### src/rtl/messbauer_channel_sequencer.sv
// Dwell/channel/cycle timing front end for messbauer_camac_accumulator.
// Define EXT_SYNC_EN to arm on, and force early wraps from, the external velocity sync.
module messbauer_channel_sequencer #(
  parameter int unsigned DWELL_W = 16,
  parameter int unsigned ADDR_W  = 12,
  parameter int unsigned CYC_W   = 16
) (
  input  logic               clk,
  input  logic               rst,
  input  logic               enable,
  input  logic [DWELL_W-1:0] dwell,
  input  logic [ADDR_W-1:0]  last_ch,
  input  logic               det_in,
  input  logic               ext_sync,
  output logic               start,
  output logic               chanel,
  output logic               count,
  output logic [ADDR_W-1:0]  channel_idx,
  output logic [CYC_W-1:0]   cycles,
  output logic               busy
);

  localparam logic [DWELL_W-1:0] DwellOne = DWELL_W'(1);
  localparam logic [ADDR_W-1:0]  AddrOne  = ADDR_W'(1);
  localparam logic [CYC_W-1:0]   CycOne   = CYC_W'(1);

  typedef enum logic [1:0] {StIdle, StArm, StRun} state_e;

  state_e             state_q, state_d;
  logic [DWELL_W-1:0] dwell_cnt_q, dwell_cnt_d;
  logic [ADDR_W-1:0]  idx_q, idx_d;
  logic [CYC_W-1:0]   cycles_q, cycles_d;
  logic               start_q, start_d;
  logic               chanel_q, chanel_d;
  logic               count_q, count_d;
  logic               det_s1_q, det_s2_q, det_prev_q;
  logic               det_edge;
  logic [DWELL_W-1:0] dwell_last;
  logic [CYC_W-1:0]   cycles_inc;
  logic               arm_go;
  logic               early_wrap;

`ifdef EXT_SYNC_EN
  logic sync_s1_q, sync_s2_q, sync_prev_q;
  logic sync_edge;

  always_ff @(posedge clk) begin
    if (!rst) begin
      sync_s1_q   <= 1'b0;
      sync_s2_q   <= 1'b0;
      sync_prev_q <= 1'b0;
    end else begin
      sync_s1_q   <= ext_sync;
      sync_s2_q   <= sync_s1_q;
      sync_prev_q <= sync_s2_q;
    end
  end

  assign sync_edge  = sync_s2_q & ~sync_prev_q;
  assign arm_go     = sync_edge;
  assign early_wrap = sync_edge && (idx_q != last_ch);
`else
  logic unused_ext_sync;
  assign unused_ext_sync = ext_sync;
  assign arm_go          = 1'b1;
  assign early_wrap      = 1'b0;
`endif

  assign det_edge   = det_s2_q & ~det_prev_q;
  // A dwell of 0 behaves as 1 clock per channel.
  assign dwell_last = (dwell == '0) ? '0 : dwell - DwellOne;
  assign cycles_inc = (cycles_q == {CYC_W{1'b1}}) ? cycles_q : cycles_q + CycOne;

  always_comb begin
    state_d     = state_q;
    dwell_cnt_d = dwell_cnt_q;
    idx_d       = idx_q;
    cycles_d    = cycles_q;
    start_d     = 1'b0;
    chanel_d    = 1'b0;
    count_d     = det_edge && (state_q == StRun) && enable;

    case (state_q)
      StIdle: begin
        idx_d       = '0;
        dwell_cnt_d = '0;
        if (enable) state_d = StArm;
      end
      StArm: begin
        if (!enable) begin
          state_d = StIdle;
        end else if (arm_go) begin
          state_d     = StRun;
          start_d     = 1'b1;
          idx_d       = '0;
          dwell_cnt_d = '0;
        end
      end
      StRun: begin
        if (!enable) begin
          state_d     = StIdle;
          idx_d       = '0;
          dwell_cnt_d = '0;
        end else if (early_wrap) begin
          idx_d       = '0;
          dwell_cnt_d = '0;
          start_d     = 1'b1;
          cycles_d    = cycles_inc;
        end else if (dwell_cnt_q == dwell_last) begin
          chanel_d    = 1'b1;
          dwell_cnt_d = '0;
          if (idx_q == last_ch) begin
            idx_d    = '0;
            start_d  = 1'b1;
            cycles_d = cycles_inc;
          end else begin
            // Free increment: an index above a lowered last_ch wraps through all-ones.
            idx_d = idx_q + AddrOne;
          end
        end else begin
          dwell_cnt_d = dwell_cnt_q + DwellOne;
        end
      end
      default: state_d = StIdle;
    endcase
  end

  always_ff @(posedge clk) begin
    if (!rst) begin
      state_q     <= StIdle;
      dwell_cnt_q <= '0;
      idx_q       <= '0;
      cycles_q    <= '0;
      start_q     <= 1'b0;
      chanel_q    <= 1'b0;
      count_q     <= 1'b0;
      det_s1_q    <= 1'b0;
      det_s2_q    <= 1'b0;
      det_prev_q  <= 1'b0;
    end else begin
      state_q     <= state_d;
      dwell_cnt_q <= dwell_cnt_d;
      idx_q       <= idx_d;
      cycles_q    <= cycles_d;
      start_q     <= start_d;
      chanel_q    <= chanel_d;
      count_q     <= count_d;
      det_s1_q    <= det_in;
      det_s2_q    <= det_s1_q;
      det_prev_q  <= det_s2_q;
    end
  end

  assign start       = start_q;
  assign chanel      = chanel_q;
  assign count       = count_q;
  assign channel_idx = idx_q;
  assign cycles      = cycles_q;
  assign busy        = (state_q != StIdle);

endmodule

### config.mk
export PLATFORM = sky130hd
export DESIGN_NAME = messbauer_channel_sequencer
export DESIGN_NICKNAME = d
export VERILOG_FILES = /design/src/rtl/messbauer_channel_sequencer.sv
export SDC_FILE = /design/constraint.sdc
export NUM_CORES = 1
export LEC_CHECK = 0
export BUFFER_PORTS_ARGS = -buffer_cell sky130_fd_sc_hd__clkbuf_2
export CAP_MARGIN = 15
export CORE_MARGIN = 2
export CORE_UTILIZATION = 40
export CTS_CLUSTER_SIZE = 28
export DETAILED_ROUTE_END_ITERATION = 7
export GPL_TIMING_DRIVEN = 0
export PLACE_DENSITY = 0.63
export SLEW_MARGIN = 20
export SYNTH_ARGS = -nofsm -noshare
export SYNTH_HDL_FRONTEND = slang
export SYNTH_SLANG_ARGS = --single-unit
### constraint.sdc
create_clock -name clk -period 4.6 [get_ports clk]
set_input_delay 0.23 -clock clk [delete_from_list [all_inputs] [get_ports clk]]
set_output_delay 0.23 -clock clk [all_outputs]
set_load 0.005 [all_outputs]
Yosys cells after proc, flatten, opt, wreduce, memory -nomap -nowiden
Cells that the tools add are included.

Add/sub/neg operators: 4. Equality and inequality tests: 9. Multiplexer cells: 20. Bitwise logic cells: 3. Reduce and logical (&&, ||, !) cells: 11.

Operators with widths (number): $mux 16 (4); $mux 12 (4); $pmux 16 s3 (1); $pmux 12 s3 (1); $add 16x1->16 const B (2); $eq 16x16->1 (1); $eq 16x16->1 const B (1); $logic_not 16->1 (1); $sub 16x1->16 const B (1); $add 12x1->12 const B (1); $eq 12x12->1 (1); $mux 2 (3); $ne 2x2->1 const B (3); $pmux 2 s3 (1); $reduce_and 3->1 (2); $mux 1 (5); $reduce_and 5->1 (1); $reduce_and 2->1 (2); $ne 3x2->1 const B (1); $reduce_bool 3->1 (1); $eq 2x1->1 const B (1); $eq 2x2->1 const B (1); $logic_and 1x1->1 (2); $logic_not 2->1 (1); 4 further kinds (5).

Register bits after elaboration: 52. Bits of input ports: 33. Output and inout bits: 32. Logic and storage cells: 57.

Logic depth before layout (Yosys ltp)
Gate-level depths: netlist of the first run.

Word-level depth: 6. Depth in mapped cells: 13. Depth with buffers taken out: 11.

Worst setup path after synthesis of the first run
Ideal clock, no wire load.

Kind: input -> register. Start: input dwell[0]. End: register idx_q[10] (netlist: channel_idx[10]). Library setup time: 0.117 ns. Arrival: 3.840 ns. Required time: 4.483 ns. Slack: 0.643 ns. Stages: 13. Path buffers: 2. Cell sequence: inv_1 -> ha_1 -> or4b_1 -> clkbuf_1 -> nor4_1 -> mux2i_1 -> o22ai_1 -> or4_1 -> or4b_4 -> buf_2 -> a21oi_1 -> nor2_1 -> a22o_1.

Word-level cells in the longest chain between the ends: 5. Elaborated cells between the ends (all ways): 6. Classes of those cells: add/sub (1); eq/ne (2); mux (1); reduce/logical (2).

Ends and longest elaborated chain: start: declaration (RTL line 11) `input logic [DWELL_W-1:0] dwell,`; $sub 16x1->16 or $logic_not 16->1 (tied branches) (RTL line 71) `assign dwell_last = (dwell == '0) ? '0 : dwell - DwellOne;`; $mux 16 (*) (RTL line 71); $eq 16x16->1 (*) (RTL line 109) `end else if (dwell_cnt_q == dwell_last) begin`; $ne 3x2->1 (no source line) (*); $reduce_and 3->1 (no source line) (*); end signal: assignment (RTL line 143) `idx_q <= idx_d;`; end: declaration (RTL line 31) `logic [ADDR_W-1:0] idx_q, idx_d;`.

Mark *: on every way between the ends. The rest lies on a longest branch, timed or not. A chain may end at the register's enable or synchronous reset.

Final worst setup path of the first run
Start: input dwell[0]. End: register cycles_q[8] (netlist: cycles[8]).

Word-level cells in the longest chain between the ends: 4. Elaborated cells between the ends (all ways): 5. Classes of those cells: add/sub (1); eq/ne (1); mux (1); reduce/logical (2).

Ends and longest elaborated chain: $sub 16x1->16 or $logic_not 16->1 (tied branches) (RTL line 71); $mux 16 (*) (RTL line 71); $eq 16x16->1 (*) (RTL line 109); $reduce_and 5->1 (no source line) (*); end signal: assignment (RTL line 144) `cycles_q <= cycles_d;`; end: declaration (RTL line 32) `logic [CYC_W-1:0] cycles_q, cycles_d;`.

Marks and branches as above.

==> impl_metrics.tcl, run 1 <==
set metrics [dict create \
    run_status "complete, no violations" \
    row_count 33 \
    nFillCells 822 \
    holdBufCountCts 0 \
    wl_per_cell_um 13.39 \
    worstMarginPinSlew_ns 0.7319 \
    synthFlopType "dfxtp_1" \
    track_usage_pct 17.86 \
    grt_max_degree 17 \
    ys_warn_count 0 \
    top_layer "met4" \
    yosysMostFrequentCell "dfxtp_1" \
    critPathKind "primary input to flop" \
    dpl.cell_count 593 \
    endpoint_kind "flop" \
    power_w 0.0008166 \
    drive_above_1_share_pct 16.73 \
    gp_congestion 0.9100 \
    synth.distinct_cells 62 \
    post-synth-top-area-fraction_pct 30.80 \
    synth_area_leaders "dfxtp_1, xnor2_1, nor2_1" \
    grt_pass1_vias 2962 \
    arrival_ns 4.38 \
    synth_nets 470 \
    cts_made_buffers 5 \
    crit_fanout 10 \
    io_pins 65 \
    cap_violations 0 \
    setup_tns_ns 0 \
    dr_wl_met2_um 3646 \
    ant_nets 0 \
    yosysSeqAreaShare_pct 30.80 \
    synth_edf_count 0 \
    synth.avg_cell_area_um2 7.878 \
    syn_inst 429 \
    area_growth_pct 15.36 \
    drcViolationCount 0 \
    yosys_register_bits 52 \
    drt_iter0_drc 89 \
    leakagePower_nw 1.466 \
    cts.clk_slew.worst_paths_ns 0.10 \
    cts-root-buf "clkbuf_8" \
    setup-violations-final 0 \
    holdPathStages 2 \
    seq_area_um2 1041 \
    r2r_start "dwell_cnt_q[7]" \
    met3_length_um 400 \
    setup.worst_path.start "dwell[0]" \
    globalRouteOverflowTotal 0 \
    antenna_found_initial 0 \
    h-tree-depth 2 \
    die_y_um 95.92 \
    syn_area_um2 3379 \
    dr.pass1.iters 4 \
    worstHoldStart "det_in" \
    grt_pass1_wl_um 13260 \
    r2r_cells 9 \
    skew_ns 0.01827 \
    vias 3255 \
    drv_slew 0 \
    p_per_area_nw_per_um2 209.5 \
    vias_per_cell 5.416 \
    met1_length_um 3895 \
    antenna-diode-count 0 \
    max_freq_mhz 241.0 \
    io_buffers 59 \
    rsz0062_at_grt "false" \
    synth.largest_area_cell "dfxtp_1" \
    fin_crit_ns 4.150 \
    post-route-period-util_pct 90.21 \
    routed_wl_um 8048 \
    finalNetCount 536 \
    initial_core_util_pct 41.13 \
    cts_tree "yes" \
    numClockSinks 52 \
    final_cells 601 \
    place_hpwl_um 6100 \
    yosys-top-cells-count "dfxtp_1, nor2_1, xnor2_1" \
    start_kind "primary input" \
    postLayoutCoreUtil_pct 47.45 \
    die_w_um 95.92 \
    clk_latency_ns 0.31 \
    die_area_um2 9200 \
    finalHoldViolations 0 \
    vdd_drop_max_mv 0.1119 \
    hold_class "primary input to flop" \
    clock_path_buffers 2 \
    worst_ep_required_time_ns 4.83 \
    multiInputGateArea_um2 2173 \
    slew_headroom_pct 50.76 \
    synthArstFlopShare_pct 0 \
    core-area_um2 8217 \
]
logic make-up after synthesis:
| kind of cell | synth area share [%] |
|---|---|
| and+or+nand+nor | 30.77 |
| AOI/OAI and AO/OA | 17.96 |
| DFF | 30.80 |
| xor gates and xnor gates | 11.85 |
| buffers and inverters | 5.072 |
| adders and majority gates | 2.962 |
| muxes | 0.5924 |
worst max-delay path, cell delays in order:
cell and delay [ns]:
clkbuf_2 0.14, inv_1 0.07, ha_1 0.19, or4b_1 0.47, clkbuf_1 0.24, nor4_2 0.63, mux2i_1 0.25, o22ai_1 0.10
or4_1 0.53, or4b_4 0.60, nor3_4 0.37, or3b_1 0.38, a21oi_1 0.16
report_power, final:
| group | total [W] | internal (W) | switching (W) |
|---|---|---|---|
| clock network | 0.000265 | 0.000109 | 0.000156 |
| logic | 0.0000953 | 0.0000386 | 0.0000567 |
| registers | 0.000457 | 0.000453 | 0.00000344 |
layout by cell type, fill, tap and decap left out, types with 5 or more instances in the layout:
cell	synthesis	final
and4_1	5	5
nor2_1	48	48
and3_1	6	6
dfxtp_1	52	52
nor2b_1	5	5
nand3_1	20	20
nor4_1	9	8
xnor2_1	27	27
clkbuf_1	12	13
and2_1	10	10
xor2_1	16	16
nand4_1	10	10
o21ai_0	24	24
nor3_1	14	14
or4_1	7	7
a21oi_1	20	20
o31ai_1	5	5
inv_1	25	25
ha_1	8	8
nand2_1	21	21
nand3b_1	5	5
buf_2	5	5
clkbuf_2	0	59
nand2b_1	5	5
clkbuf_8	0	5
cell type report:
class,count,area share [%]
multi-input combinational,333,55.74
sequential,52,26.70
timing repair buffer,59,7.574
clock inverter,2,0.3530
inverter,25,2.407
tap,105,3.370
buffer,19,1.990
clock buffer,6,1.861
worst paths after layout:
| kind | slack, ns | to |
|---|---|---|
| max | 0.45 | cycles[8] |
| min | 0.11 | det_s1_q |
| max reg2reg | 1.00 | cycles[8] |
| min reg2reg | 0.40 | count |
per-stage QoR:
| stage | instance area (um^2) | worst slack, ns | hold slack [ns] |
|---|---|---|---|
| 3_5_place_dp | 3806 | -0.08687 | 0.3839 |
| 2_1_floorplan | 3379 | 0.6429 | 0.3573 |
| 3_3_place_gp | 3806 | -0.04888 | 0.3814 |
| 6_report | 3899 | 0.4502 | 0.1094 |
| 4_1_cts | 3892 | 0.2332 | 0.1044 |
| 5_1_grt | 3899 | 0.2052 | 0.1150 |
sequential cells by signal, indices dropped and copies added, names as in the netlist:
signal / cells
chanel: 1
channel_idx: 12
count: 1
cycles: 16
det_prev_q: 1
det_s1_q: 1
det_s2_q: 1
dwell_cnt_q: 16
start: 1
state_q: 2
metal layers:
metal | up-vias | global-route usage [%]
met1 | 1496 | 24.05
li1 | 1669 | -
met4 | 0 | 5.595
met2 | 82 | 29.43
met3 | 8 | 2.662
met5 | - | 0
what timing repair did:
item,in CTS,in global routing
endpoints found under the setup margin,0,5
setup buffers,0,0
resized for setup,0,1
No activity file was read; power rests on OpenSTA's default activity.
==> inputs of run 2 (changes only) <==
- CORE_UTILIZATION: 40 -> 55
- PLACE_DENSITY: 0.63 -> 0.81
- SLEW_MARGIN: 20 -> unset
==> impl_metrics.tcl, run 2 (synthesized netlist as in run 1, its figures left out) <==
set metrics [dict create \
    clock_path_buffers 2 \
    hold_class "primary input to flop" \
    run_status "complete, no violations" \
    cts_setup_buffers 0 \
    worstMarginPinSlew_ns 0.6914 \
    rrSetupSlack_ns 0.97 \
    finalHoldViolations 0 \
    finalNetCount 536 \
    post-route-period-util_pct 90.01 \
    worstHoldStart "det_in" \
    drcViolationCount 0 \
    cts_made_buffers 5 \
    cap_violations 0 \
    grt_pass1_vias 2938 \
    numClockSinks 52 \
    critPathKind "primary input to flop" \
    fin_crit_ns 4.140 \
    endpoint_kind "flop" \
    mostFrequentLayoutCells "clkbuf_2, dfxtp_1, nor2_1" \
    cp_cell_sequence "clkbuf_2 -> inv_1 -> ha_1 -> or4b_1 -> clkbuf_1 -> nor4_2 -> mux2i_1 -> o22ai_1 -> or4_1 -> or4b_4 -> buf_2 -> a21oi_1 -> nor2_1 -> a22o_1" \
    initial_core_util_pct 57.08 \
    h-tree-depth 2 \
    grt_pass1_wl_um 12830 \
    max_stage_delay_ns 0.61 \
    vdd_drop_max_mv 0.1612 \
    worst_ep_required_time_ns 4.81 \
    p_per_area_nw_per_um2 211.0 \
    drt_iter0_drc 139 \
    cts-root-buf "clkbuf_8" \
    dr.pass1.iters 5 \
    row_count 28 \
    layout_commonest_cell "clkbuf_2" \
    setup_tns_ns 0 \
    grt_max_degree 17 \
    power_w 0.0008146 \
    vias 3348 \
    arrival_ns 4.35 \
    setup-violations-final 0 \
    place_hpwl_um 5960 \
    ant_nets 0 \
    holdBufCountCts 0 \
    core-area_um2 5921 \
    io_buffers 59 \
    die_area_um2 6787 \
    rsz0062_at_grt "false" \
    io_pins 65 \
    cts.clk_slew.worst_paths_ns 0.10 \
    antenna_found_initial 0 \
    start_kind "primary input" \
    routed_wl_um 7896 \
    track_usage_pct 23.76 \
    wl_per_cell_um 13.83 \
    max_freq_mhz 241.5 \
    skew_ns 0.01625 \
    die_w_um 82.39 \
    leakagePower_nw 1.466 \
    worstHoldEndpoint "det_s1_q" \
    drive_above_1_share_pct 16.73 \
    r2r_cells 10 \
    drv_slew 0 \
    die_y_um 82.39 \
    rr_endpoint "channel_idx[1]" \
    postLayoutCoreUtil_pct 65.22 \
    gp_congestion 0.9342 \
    holdPathStages 2 \
    setup.worst_path.start "dwell[0]" \
    area_growth_pct 14.25 \
    clk_latency_ns 0.32 \
    r2r_start "dwell_cnt_q[7]" \
    vias_per_cell 5.863 \
    slew_headroom_pct 53.48 \
    cpMaxStageDelayCell "nor4_2" \
    crit_fanout 10 \
    cts-resized-gates 0 \
    antenna-diode-count 0 \
    globalRouteOverflowTotal 0 \
    cts_tree "yes" \
]
==> run 2: cell counts in the layout (fill, tap and decap cells not counted) <==
Identical to the previous run, type by type.
==> run 2: metal layers <==
layer  vias up  track usage (%)  part of all wire (%)
li1       1678                -                     -
met1      1537            29.78                    43
met2       122            41.45                    48
met3        11            3.478                   6.5
met4         0            8.167                   1.6
met5         -                0                     0
==> run 2: worst max path at each step <==
stage,end,depth (start not counted),slack (ns)
after global routing,cycles[13],14,0.25
final,channel_idx[1],14,0.46
after global placement,channel_idx[1],14,0.05
after detailed placement,channel_idx[10],14,-0.04
after floorplan,channel_idx[10],13,0.64
after CTS,channel_idx[1],14,0.26
==> run 2: layout make-up <==
cell class              instances  area [um^2]
plain buffers                  19        77.57
clock buffers                   6        72.57
clock inverters                 2        13.76
fillers                       516         2059
inverters                      25        93.84
multi-input cells             333         2173
flip-flops and latches         52         1041
well taps                      75        93.84
repair buffers                 59        295.3
==> run 2: worst max-delay path: cells and delay by family <==
| family | cells | cell delay, ns |
|---|---|---|
| mux | 1 | 0.25 |
| buf+inv | 4 | 0.67 |
| fa+ha+maj | 1 | 0.20 |
| simple gates | 5 | 2.39 |
| compound gates | 3 | 0.61 |
==> run 2: metrics by stage <==
step                hold slack, ns  cells  worst slack [ns]  cell area [um^2]
global route                0.1311    571            0.2452              3861
global placement            0.3827    563           0.04900              3769
floorplan                   0.3573    429            0.6429              3379
finish                      0.1136    571            0.4597              3861
detailed placement          0.3895    563          -0.04161              3769
CTS                         0.1132    571            0.2585              3855
==> run 2: where the power goes <==
| group | internal (W) | switching [W] | leakage (nW) |
|---|---|---|---|
| combinational | 0.0000386 | 0.0000563 | 1.00 |
| sequential | 0.000453 | 0.00000355 | 0.420 |
| clock | 0.000109 | 0.000154 | 0.0456 |
